**src/rtl/cw305_stream_hostif_pkg.sv**
```systemverilog
// Shared register map, control/status bit positions and run-FSM encoding
// for the CW305 host-to-DUT streaming bridge.
package cw305_stream_hostif_pkg;

  localparam int REG_STREAM_CTRL   = 'h30;
  localparam int REG_STREAM_STATUS = 'h31;
  localparam int REG_STREAM_LEN    = 'h32;
  localparam int REG_STREAM_TXDATA = 'h33;
  localparam int REG_STREAM_RXDATA = 'h34;
  localparam int REG_STREAM_LEVEL  = 'h35;

  localparam int CTRL_START    = 0;
  localparam int CTRL_FLUSH_TX = 1;
  localparam int CTRL_FLUSH_RX = 2;
  localparam int CTRL_DUT_RST  = 3;
  localparam int CTRL_ABORT    = 4;
  localparam int CTRL_CLR_ERR  = 7;

  typedef enum logic [1:0] {
    S_IDLE = 2'd0,
    S_RUN  = 2'd1,
    S_DONE = 2'd2
  } run_state_e;

  function automatic logic [7:0] sat8(input int unsigned v);
    return (v > 255) ? 8'hFF : v[7:0];
  endfunction

endpackage

```
**src/rtl/cw305_stream_hostif_fifo.sv**
```systemverilog
// Show-ahead synchronous FIFO with occupancy level and a single-cycle flush.
// A push into a full FIFO is accepted only when a pop happens in the same cycle.
module stream_sync_fifo #(
  parameter int WIDTH = 8,
  parameter int DEPTH = 16
) (
  input  logic                     clk,
  input  logic                     rst_n,
  input  logic                     flush,
  input  logic                     push,
  input  logic [WIDTH-1:0]         din,
  input  logic                     pop,
  output logic [WIDTH-1:0]         dout,
  output logic [$clog2(DEPTH):0]   level,
  output logic                     full,
  output logic                     empty
);

  localparam int AW = $clog2(DEPTH);

  logic [WIDTH-1:0] mem [DEPTH];
  logic [AW-1:0]    wptr, rptr;
  logic [AW:0]      cnt;
  logic             do_push, do_pop;

  assign empty   = (cnt == '0);
  assign full    = (cnt == (AW+1)'(DEPTH));
  assign do_pop  = pop & ~empty;
  assign do_push = push & (~full | do_pop);
  assign dout    = mem[rptr];
  assign level   = cnt;

  // NOTE: storage carries no reset; the pointers and count alone define validity.
  always_ff @(posedge clk) begin
    if (do_push && !flush) mem[wptr] <= din;
  end

  // NOTE: sequential state uses non-blocking assignments only.
  always_ff @(posedge clk or negedge rst_n) begin
    if (!rst_n) begin
      wptr <= '0;
      rptr <= '0;
      cnt  <= '0;
    end else if (flush) begin
      wptr <= '0;
      rptr <= '0;
      cnt  <= '0;
    end else begin
      if (do_push) wptr <= wptr + AW'(1);
      if (do_pop)  rptr <= rptr + AW'(1);
      case ({do_push, do_pop})
        2'b10:   cnt <= cnt + (AW+1)'(1);
        2'b01:   cnt <= cnt - (AW+1)'(1);
        default: cnt <= cnt;
      endcase
    end
  end

endmodule

```
**src/rtl/cw305_stream_hostif.sv**
```systemverilog
// Register-mapped bridge: byte-wise host writes feed a TX FIFO streamed to the DUT,
// DUT results land in an RX FIFO that the host drains byte-wise.
module cw305_stream_hostif
  import cw305_stream_hostif_pkg::*;
#(
  parameter int pADDR_WIDTH   = 21,
  parameter int pBYTECNT_SIZE = 7,
  parameter int pW            = 64,
  parameter int pOUTPUT_W     = 4,
  parameter int pCOEFF_W      = 23,
  parameter int pTX_DEPTH     = 16,
  parameter int pRX_DEPTH     = 16,
  parameter int pLEN_W        = 16
) (
  input  logic                               usb_clk,
  input  logic                               reset_n_i,
  input  logic [pADDR_WIDTH-pBYTECNT_SIZE-1:0] reg_address,
  input  logic [pBYTECNT_SIZE-1:0]           reg_bytecnt,
  input  logic [7:0]                         write_data,
  output logic [7:0]                         read_data,
  input  logic                               reg_read,
  input  logic                               reg_write,
  input  logic                               reg_addrvalid,
  output logic [pW-1:0]                      o_di,
  output logic                               VALID_TO_DUT,
  input  logic                               READY_FROM_DUT,
  input  logic [pOUTPUT_W*pCOEFF_W-1:0]      i_samples,
  input  logic                               VALID_FROM_DUT,
  output logic                               READY_TO_DUT,
  output logic                               oRESET,
  output logic                               o_done
);

  localparam int ADDR_W    = pADDR_WIDTH - pBYTECNT_SIZE;
  localparam int TX_BYTES  = pW / 8;
  localparam int RX_W      = pOUTPUT_W * pCOEFF_W;
  localparam int RX_BYTES  = (RX_W + 7) / 8;
  localparam int LEN_BYTES = (pLEN_W + 7) / 8;

  logic wr, rd, rd_q, rd_rise;
  logic sel_ctrl, sel_status, sel_len, sel_tx, sel_rx, sel_level;
  logic start_cmd, flush_tx, flush_rx, dut_rst_cmd, abort_cmd, clr_cmd, kill;

  assign wr      = reg_addrvalid & reg_write;
  assign rd      = reg_addrvalid & reg_read;
  assign rd_rise = rd & ~rd_q;

  assign sel_ctrl   = (reg_address == ADDR_W'(REG_STREAM_CTRL));
  assign sel_status = (reg_address == ADDR_W'(REG_STREAM_STATUS));
  assign sel_len    = (reg_address == ADDR_W'(REG_STREAM_LEN));
  assign sel_tx     = (reg_address == ADDR_W'(REG_STREAM_TXDATA));
  assign sel_rx     = (reg_address == ADDR_W'(REG_STREAM_RXDATA));
  assign sel_level  = (reg_address == ADDR_W'(REG_STREAM_LEVEL));

  assign start_cmd   = wr & sel_ctrl & write_data[CTRL_START];
  assign flush_tx    = wr & sel_ctrl & write_data[CTRL_FLUSH_TX];
  assign flush_rx    = wr & sel_ctrl & write_data[CTRL_FLUSH_RX];
  assign dut_rst_cmd = wr & sel_ctrl & write_data[CTRL_DUT_RST];
  assign abort_cmd   = wr & sel_ctrl & write_data[CTRL_ABORT];
  assign clr_cmd     = wr & sel_ctrl & write_data[CTRL_CLR_ERR];
  assign kill        = abort_cmd | dut_rst_cmd;

  run_state_e state, state_nxt;
  logic [pW-1:0]              stage, tx_word, tx_head;
  logic [RX_W-1:0]            rx_head;
  logic [RX_BYTES*8-1:0]      rx_pad;
  logic [$clog2(pTX_DEPTH):0] tx_level;
  logic [$clog2(pRX_DEPTH):0] rx_level;
  logic tx_full, tx_empty, rx_full, rx_empty;
  logic tx_push, tx_pop, rx_push, rx_pop, tx_valid, rx_ready, busy;
  logic err_tx_ovf, err_rx_unf;
  logic [LEN_BYTES*8-1:0]     len_reg;
  logic [pLEN_W-1:0]          rx_cnt;
  logic [pLEN_W:0]            rx_cnt_nxt, len_eff;
  logic [7:0]                 rd_mux;

  // The last TX byte completes the word combinationally so it can be pushed that same cycle.
  // NOTE: every always_comb output gets a default first so no latch is inferred.
  always_comb begin
    tx_word = stage;
    for (int b = 0; b < TX_BYTES; b++)
      if (reg_bytecnt == pBYTECNT_SIZE'(b)) tx_word[b*8 +: 8] = write_data;
  end

  assign tx_push  = wr & sel_tx & (reg_bytecnt == pBYTECNT_SIZE'(TX_BYTES-1));
  assign busy     = (state == S_RUN);
  assign tx_valid = busy & ~tx_empty & ~flush_tx & ~kill;
  assign rx_ready = busy & ~rx_full & ~flush_rx & ~kill;
  assign tx_pop   = tx_valid & READY_FROM_DUT;
  assign rx_push  = rx_ready & VALID_FROM_DUT;
  assign rx_pop   = rd_rise & sel_rx & (reg_bytecnt == pBYTECNT_SIZE'(RX_BYTES-1)) & ~rx_empty;

  stream_sync_fifo #(.WIDTH(pW), .DEPTH(pTX_DEPTH)) u_tx_fifo (
    .clk(usb_clk), .rst_n(reset_n_i), .flush(flush_tx),
    .push(tx_push), .din(tx_word), .pop(tx_pop), .dout(tx_head),
    .level(tx_level), .full(tx_full), .empty(tx_empty)
  );

  stream_sync_fifo #(.WIDTH(RX_W), .DEPTH(pRX_DEPTH)) u_rx_fifo (
    .clk(usb_clk), .rst_n(reset_n_i), .flush(flush_rx),
    .push(rx_push), .din(i_samples), .pop(rx_pop), .dout(rx_head),
    .level(rx_level), .full(rx_full), .empty(rx_empty)
  );

  assign rx_cnt_nxt = {1'b0, rx_cnt} + (pLEN_W+1)'(rx_push);
  assign len_eff    = (len_reg[pLEN_W-1:0] == '0) ? (pLEN_W+1)'(1) : {1'b0, len_reg[pLEN_W-1:0]};

  always_comb begin
    state_nxt = state;
    unique case (state)
      S_IDLE, S_DONE: if (start_cmd) state_nxt = S_RUN;
      S_RUN:          if (rx_cnt_nxt >= len_eff) state_nxt = S_DONE;
      default:        state_nxt = S_IDLE;
    endcase
    if (kill) state_nxt = S_IDLE;
  end

  always_ff @(posedge usb_clk or negedge reset_n_i) begin
    if (!reset_n_i) state <= S_IDLE;
    else            state <= state_nxt;
  end

  always_ff @(posedge usb_clk or negedge reset_n_i) begin
    if (!reset_n_i) begin
      stage      <= '0;
      len_reg    <= '0;
      rx_cnt     <= '0;
      err_tx_ovf <= 1'b0;
      err_rx_unf <= 1'b0;
      oRESET     <= 1'b0;
      rd_q       <= 1'b0;
      read_data  <= '0;
    end else begin
      rd_q   <= rd;
      oRESET <= dut_rst_cmd;
      if (rd) read_data <= rd_mux;
      if (dut_rst_cmd)       stage <= '0;
      else if (wr && sel_tx) stage <= tx_word;
      for (int b = 0; b < LEN_BYTES; b++)
        if (wr && sel_len && reg_bytecnt == pBYTECNT_SIZE'(b)) len_reg[b*8 +: 8] <= write_data;
      if (kill || (start_cmd && state != S_RUN)) rx_cnt <= '0;
      else if (rx_push)                          rx_cnt <= rx_cnt + pLEN_W'(1);
      // A fresh error event wins over a clear issued in the same cycle.
      if (tx_push && tx_full && !tx_pop && !flush_tx) err_tx_ovf <= 1'b1;
      else if (clr_cmd)                              err_tx_ovf <= 1'b0;
      if (rd_rise && sel_rx && rx_empty) err_rx_unf <= 1'b1;
      else if (clr_cmd)                  err_rx_unf <= 1'b0;
    end
  end

  assign rx_pad = (RX_BYTES*8)'(rx_head);

  always_comb begin
    rd_mux = '0;
    if (sel_status) begin
      rd_mux = {err_rx_unf, err_tx_ovf, o_done, busy, rx_full, rx_empty, tx_full, tx_empty};
    end else if (sel_len) begin
      for (int b = 0; b < LEN_BYTES; b++)
        if (reg_bytecnt == pBYTECNT_SIZE'(b)) rd_mux = len_reg[b*8 +: 8];
    end else if (sel_rx && !rx_empty) begin
      for (int b = 0; b < RX_BYTES; b++)
        if (reg_bytecnt == pBYTECNT_SIZE'(b)) rd_mux = rx_pad[b*8 +: 8];
    end else if (sel_level) begin
      if (reg_bytecnt == pBYTECNT_SIZE'(0))      rd_mux = sat8(32'(tx_level));
      else if (reg_bytecnt == pBYTECNT_SIZE'(1)) rd_mux = sat8(32'(rx_level));
    end
  end

  assign VALID_TO_DUT = tx_valid;
  assign o_di         = tx_valid ? tx_head : '0;
  assign READY_TO_DUT = rx_ready;
  assign o_done       = (state == S_DONE);

endmodule
```
**config.mk**
```make
export PLATFORM = sky130hd
export DESIGN_NAME = cw305_stream_hostif
export DESIGN_NICKNAME = d
export VERILOG_FILES = /design/src/rtl/cw305_stream_hostif_pkg.sv /design/src/rtl/cw305_stream_hostif_fifo.sv /design/src/rtl/cw305_stream_hostif.sv
export SDC_FILE = /design/constraint.sdc
export NUM_CORES = 2
export LEC_CHECK = 0
export CAP_MARGIN = 20
export CORE_ASPECT_RATIO = 0.75
export CORE_UTILIZATION = 40
export CTS_CLUSTER_SIZE = 16
export DETAILED_ROUTE_END_ITERATION = 7
export GPL_ROUTABILITY_DRIVEN = 0
export PLACE_DENSITY = 0.53
export SLEW_MARGIN = 20
export SYNTH_ARGS = -nofsm -noshare
export SYNTH_HDL_FRONTEND = slang
export SYNTH_SLANG_ARGS = --single-unit
export TNS_END_PERCENT = 5
```
**constraint.sdc**
```tcl
create_clock -name usb_clk -period 8.7 [get_ports usb_clk]
set_input_delay 1.74 -clock usb_clk [delete_from_list [all_inputs] [get_ports usb_clk]]
set_output_delay 1.74 -clock usb_clk [all_outputs]
set_load 0.01 [all_outputs]
```
Word level (Yosys, flattened, before mapping)
Memories as Yosys holds them, arrays and structs flattened.
Cells that the tools add are included.
{ "word_totals": {"ramBits": 2496, "n_memories": 2, "register_bits": 136, "output_inout_bits": 76, "elab_cells": 187} }
{ "classes": {"order_cmp": 1, "n_eq_ne": 28, "n_reduce_logical": 35, "n_addsub": 10, "bitwise_logic": 38, "muxes": 57} }
{ "mem_list": {"columns": ["memory", "depth", "width", "rd", "rd_clocked_by_memory_dff", "write_ports", "line", "source"], "rows": [
  ["u_rx_fifo.mem", 16, 92, 1, 0, 1, "cw305_stream_hostif_fifo.sv:21", "logic [WIDTH-1:0] mem [DEPTH];"],
  ["u_tx_fifo.mem", 16, 64, 1, 0, 1, "cw305_stream_hostif_fifo.sv:21", null]
]} }
{ "op_table": {"columns": ["operator", "count"], "rows": [
  ["$mux 8", 25],
  ["$mux 64", 3],
  ["$eq 14x6->1 const B", 6],
  ["$mux 16", 3],
  ["$mux 4", 8],
  ["$eq 7x3->1 const B", 4],
  ["$eq 7x4->1 const B", 4],
  ["$and 1x1->1", 27],
  ["$mux 5", 5],
  ["$pmux 5 s2", 2],
  ["$add 16x1->17", 1],
  ["$ge 17x16->1", 1],
  ["$add 16x1->16 const B", 1],
  ["$add 4x1->4 const B", 4],
  ["$logic_not 16->1", 1],
  ["$reduce_bool 2->1", 8],
  ["$eq 7x2->1 const B", 2],
  ["$logic_and 1x1->1", 13],
  ["$add 5x1->5 const B", 2],
  ["$eq 5x5->1 const B", 2],
  ["$logic_not 5->1", 2],
  ["$sub 5x1->5 const B", 2],
  ["$not 1->1", 8],
  ["$eq 7x1->1 const B", 1],
  ["other kinds (16)", 34]
]} }

Longest topological paths before layout
{ "depth": {"depth_word": 16, "mapped_depth": 19} }

Cells and area by module
A second synthesis with hierarchy kept.
{ "unflattened": {"hier_cells": 4589, "hier_area_um2": 103534.3} }
{ "by_module_without_submodules": {"columns": ["mod", "area_per_inst_um2", "n_inst", "cells_each", "seq_area_each_um2"], "rows": [
  ["stream_sync_fifo (u_rx_fifo)", 56068.8, 1, 2148, 44527.7],
  ["stream_sync_fifo (u_tx_fifo)", 39285.2, 1, 1529, 31074.8],
  ["cw305_stream_hostif", 8180.3, 1, 912, 2752.6]
]} }

Worst setup path after synthesis
No wires, ideal clock.
{ "synth_path": {"kind": "input to register", "startpoint": "in reg_address[10]", "endpoint": "mem u_tx_fifo.mem[0][0] in the netlist's numbering, enable pin", "required_ps": 8056, "t_arrival_ps": 9510, "path_slack_ps": -1454, "stages": 7, "setup_ps": 644, "path_cell_list": "or4b_4 > nor3_1 > nand4_1 > nor2_1 > buf_2 > nand2_1 > nor4_1"} }
{ "synth_between": {"elab_chain_cells": 13, "word_cells_on_any_way": 21, "classes_between": "2 x eq/ne; 2 x mux; 15 x bitwise; 2 x reduce/logical"} }
{ "synth_rtl": {"columns": ["element", "line", "source"], "rows": [
  ["start: declaration", "cw305_stream_hostif.sv:17", "input logic [pADDR_WIDTH-pBYTECNT_SIZE-1:0] reg_address,"],
  ["$eq 14x6->1", "cw305_stream_hostif.sv:48", "assign sel_ctrl = (reg_address == ADDR_W'(REG_STREAM_CTRL));"],
  ["$and 1x1->1", "cw305_stream_hostif.sv:56, cw305_stream_hostif.sv:58, cw305_stream_hostif.sv:59", null],
  ["$and 1x1->1, on equally long branches", "cw305_stream_hostif.sv:56, cw305_stream_hostif.sv:58, cw305_stream_hostif.sv:59", null],
  ["$not 1->1 / $or 1x1->1 (equally long branches)", "cw305_stream_hostif.sv:87, cw305_stream_hostif.sv:61", null],
  ["$and 1x1->1 / $not 1->1 (equally long branches)", "cw305_stream_hostif.sv:87", "assign tx_valid = busy & ~tx_empty & ~flush_tx & ~kill;"],
  ["$and 1x1->1", "cw305_stream_hostif.sv:87", null],
  ["$and 1x1->1", "cw305_stream_hostif.sv:89", "assign tx_pop = tx_valid & READY_FROM_DUT;"],
  ["$and 1x1->1", "cw305_stream_hostif_fifo.sv:28", "assign do_pop = pop & ~empty;"],
  ["$or 1x1->1", "cw305_stream_hostif_fifo.sv:29", "assign do_push = push & (~full | do_pop);"],
  ["$and 1x1->1", "cw305_stream_hostif_fifo.sv:29", null],
  ["$logic_and 1x1->1 *", "cw305_stream_hostif_fifo.sv:35", "if (do_push && !flush) mem[wptr] <= din;"],
  ["$mux 1 *", "cw305_stream_hostif_fifo.sv:35", null],
  ["$mux 1 (not written as such) *", "cw305_stream_hostif_fifo.sv:35", null],
  ["end: declaration", "cw305_stream_hostif_fifo.sv:21", null]
]} }
Mark *: on every way between the ends. The rest lies on a longest branch, timed or not.

Worst setup path in the final report
{ "layout_path": {"startpoint": "in reg_address[10]", "endpoint": "out o_di[62]"} }
{ "layout_between": {"elab_chain_cells": 7, "word_cells_on_any_way": 11, "classes_between": "1 x eq/ne; 1 x mux; 9 x bitwise"} }
{ "layout_rtl": {"columns": ["element", "line", "source"], "rows": [
  ["$eq 14x6->1 *", "cw305_stream_hostif.sv:48", null],
  ["$and 1x1->1 *", "cw305_stream_hostif.sv:56, cw305_stream_hostif.sv:58, cw305_stream_hostif.sv:59", null],
  ["$and 1x1->1, on equally long branches", "cw305_stream_hostif.sv:56, cw305_stream_hostif.sv:58, cw305_stream_hostif.sv:59", null],
  ["$not 1->1 / $or 1x1->1 (equally long branches)", "cw305_stream_hostif.sv:87, cw305_stream_hostif.sv:61", null],
  ["$and 1x1->1 / $not 1->1 (equally long branches)", "cw305_stream_hostif.sv:87", null],
  ["$and 1x1->1 *", "cw305_stream_hostif.sv:87", null],
  ["$mux 64 *", "cw305_stream_hostif.sv:170", "assign o_di = tx_valid ? tx_head : '0;"],
  ["end: declaration", "cw305_stream_hostif.sv:24", "output logic [pW-1:0] o_di,"]
]} }
Marked as above.

==> flow_metrics.tcl <==
set metrics [dict create \
    stdcell_count 8876 \
    hold_path.class "flop to flop" \
    cts_tree "done" \
    maxSlewViolCount 0 \
    ant_nets 0 \
    cts_htree_levels 5 \
    skew_ns 0.0241 \
    grt_max_degree 139 \
    numCtsBuffers 275 \
    syn_nets 5029 \
    synthFlopType "edfxtp_1" \
    io_pins 204 \
    setup_ws_ns 2.26 \
    clock_sinks 2632 \
    outcome "finished, final reports clean" \
    peakVddDrop_v 0.000134 \
    wl_mm 275 \
    setup_viol 0 \
    tightest_slew_ns 1.24 \
    maxCapViolCount 0 \
    netlist_instances 4864 \
    worst_ep_arrival_time_ns 4.70 \
    slew_headroom 0.175 \
    syn_area_mm2 0.103 \
    antenna_found_initial 35 \
    start_util 0.402 \
    synth_fa_ha_area_frac 0.00463 \
    io_buffers 203 \
    cpPeakStageDelay_ns 0.57 \
    synth_xor_area_frac 0.00347 \
    cts_max_path_buffers 4 \
    fin_crit_ns 6.44 \
    yosys_warnings 0 \
    leakage_nw 38.1 \
    hpwl_mm 153 \
    final_cell_mix "edfxtp_1, mux4_2, clkbuf_16, clkdlybuf4s50_1, buf_4" \
    cp_cell_sequence "clkdlybuf4s50_1 -> or4b_4 -> nor4_4 -> buf_4 -> and2_1 -> a211oi_4 -> buf_4 -> and2_1 -> clkdlybuf4s50_1" \
    grt_pass1_vias 51400 \
    start_kind "input port" \
    firstDrtPassIters 8 \
    synth_top_family_by_area "multiplexers" \
    cts_hold_buf 0 \
    grt_pass1_wl_mm 391 \
    synth_mux_area_frac 0.166 \
    cp-end-kind "primary output" \
    largest_register "u_rx_fifo.mem" \
    synth_seq_cells 2632 \
    syn_area_per_cell_um2 21.2 \
    finalCritPeriodShare 0.740 \
    required_ns 6.96 \
    largest_reg_flops 1472 \
    crit_type "input port to primary output" \
    cp_max_fo 69 \
    die_w_um 589 \
    track_usage 0.210 \
    rsz0062_at_grt "no" \
    seq_area_frac_synth 0.759 \
    yosysUniqueCellTypes 75 \
    placementRows 161 \
    drtIter0Drc 5517 \
    cts_setup_buffers 0 \
    pre_cts_slack_ns 1.91 \
    post_cts_resized 0 \
    grt_overflow 0 \
    synth_top_area_frac 0.726 \
    holdWs_ns 0.502 \
    ys_top_cells_by_area "edfxtp_1, mux4_2, dfrtp_1, mux2i_1, and2_1" \
    fin_nets 5407 \
    layout_commonest_cell "edfxtp_1" \
    finalHoldViolations 0 \
    fillers 21300 \
    wire_per_inst_um 31.0 \
    core-area_mm2 0.257 \
    clk_pin_slew_ns 0.06 \
    yosys.area_share.simple 0.0283 \
    clkLatencyLatePin_ns 0.86 \
    cts_root_buffer "clkbuf_16" \
    yosysTopAreaCell "edfxtp_1" \
    place_inst 8387 \
    via_per_inst 5.74 \
    fp.dieArea_mm2 0.260 \
    syn_to_final_growth_pct 15.1 \
    vias 50900 \
    synth_compound_area_frac 0.0238 \
    die_h_um 442 \
    synth_edf_count 2496 \
    p_per_area_mw_per_mm2 216 \
    fmax_mhz 155 \
    critPathSlowestCell "or4b_4" \
    route.detailed.drc 0 \
    drive_above_1_share 0.247 \
    r2r_slack_ns 4.10 \
    reg_top3 "u_rx_fifo.mem: 1472 flops, u_tx_fifo.mem: 1024 flops, stage: 64 flops" \
    synthArstFlopShare 0.0517 \
]
-- critical path, delay by kind of cell --
family	cells	cell delay, ns
AOI/OAI and AO/OA	1	0.08
buffers and inverters	4	1.44
and+or+nand+nor	4	1.35
-- synthesized netlist by cell type, drive strengths merged (3+ instances only) --
cell and n:
a2111oi 3, a211oi 68, a21o 10, a21oi 60, a221o 3, a221oi 21
a22o 8, a22oi 15, a31oi 12, and2 92, and3 18, and4 8
buf 121, clkbuf 146, dfrtp 136, edfxtp 2496, ha 35, inv 90
mux2 42, mux2i 113, mux4 691, nand2 147, nand2b 11, nand3 46
nand4 20, nor2 131, nor2b 15, nor3 36, nor3b 3, nor4 16
o2111ai 3, o21a 3, o21ai 101, o221ai 15, o22ai 25, o311ai 4
o31ai 6, or3 17, or4 6, or4b 3, xnor2 16, xor2 24
-- metrics by stage --
stage | total power, mW | setup TNS, ns | utilization | instance area, um^2
after CTS | 26.0 | 0 | 0.463 | 119000
final | 25.7 | 0 | 0.463 | 119000
after floorplan | 14.2 | -372.10 | - | 103000
after global routing | 26.4 | 0 | 0.463 | 119000
after global placement | 14.4 | 0 | 0.429 | 110000
after detailed placement | 14.4 | 0 | 0.429 | 110000
-- final timing paths --
path | startpoint | to | cells past startpoint
min in group asynchronous | reset_n_i | oRESET | 1
min reg2reg | err_tx_ovf | err_tx_ovf | 1
max in group asynchronous | reset_n_i | u_tx_fifo.rptr[3] | 2
max reg2reg | u_rx_fifo.rptr[0] | read_data[1] | 8
min | err_tx_ovf | err_tx_ovf | 1
max | reg_address[10] | o_di[62] | 9
-- area by class of cell --
type,count,area [um^2],share of cell area
Antenna cell,5,12.5,0.000105
Sequential cell,2632,78400,0.660
Inverter,91,347,0.00292
Timing Repair Buffer,368,3500,0.0295
Clock buffer,351,7430,0.0625
Clock inverter,132,1280,0.0108
Multi-Input combinational cell,1874,23600,0.199
Tap cell,3423,4280,0.0360
-- routing by layer --
metal / wire (um) / GRT usage
met5: 93 / 0
met4: 7740 / 0.0585
met3: 17000 / 0.0324
met2: 122000 / 0.309
met1: 128000 / 0.325
-- power breakdown --
group	internal [mW]	total (mW)	leakage, nW	switching (mW)
clock	6.71	11.6	4.27	4.85
combinational	0.125	0.356	8.57	0.232
sequential	13.8	13.8	25.3	0.0132
-- logic make-up after synthesis --
family                   after synthesis
adder cells (fa/ha/maj)               37
multiplexers                         846
AO/OA/AOI/OAI                        374
XOR/XNOR                              40
buffers and inverters                358
AND/OR/NAND/NOR                      577
flip-flops                          2632
(Power assumes the default switching activity.)
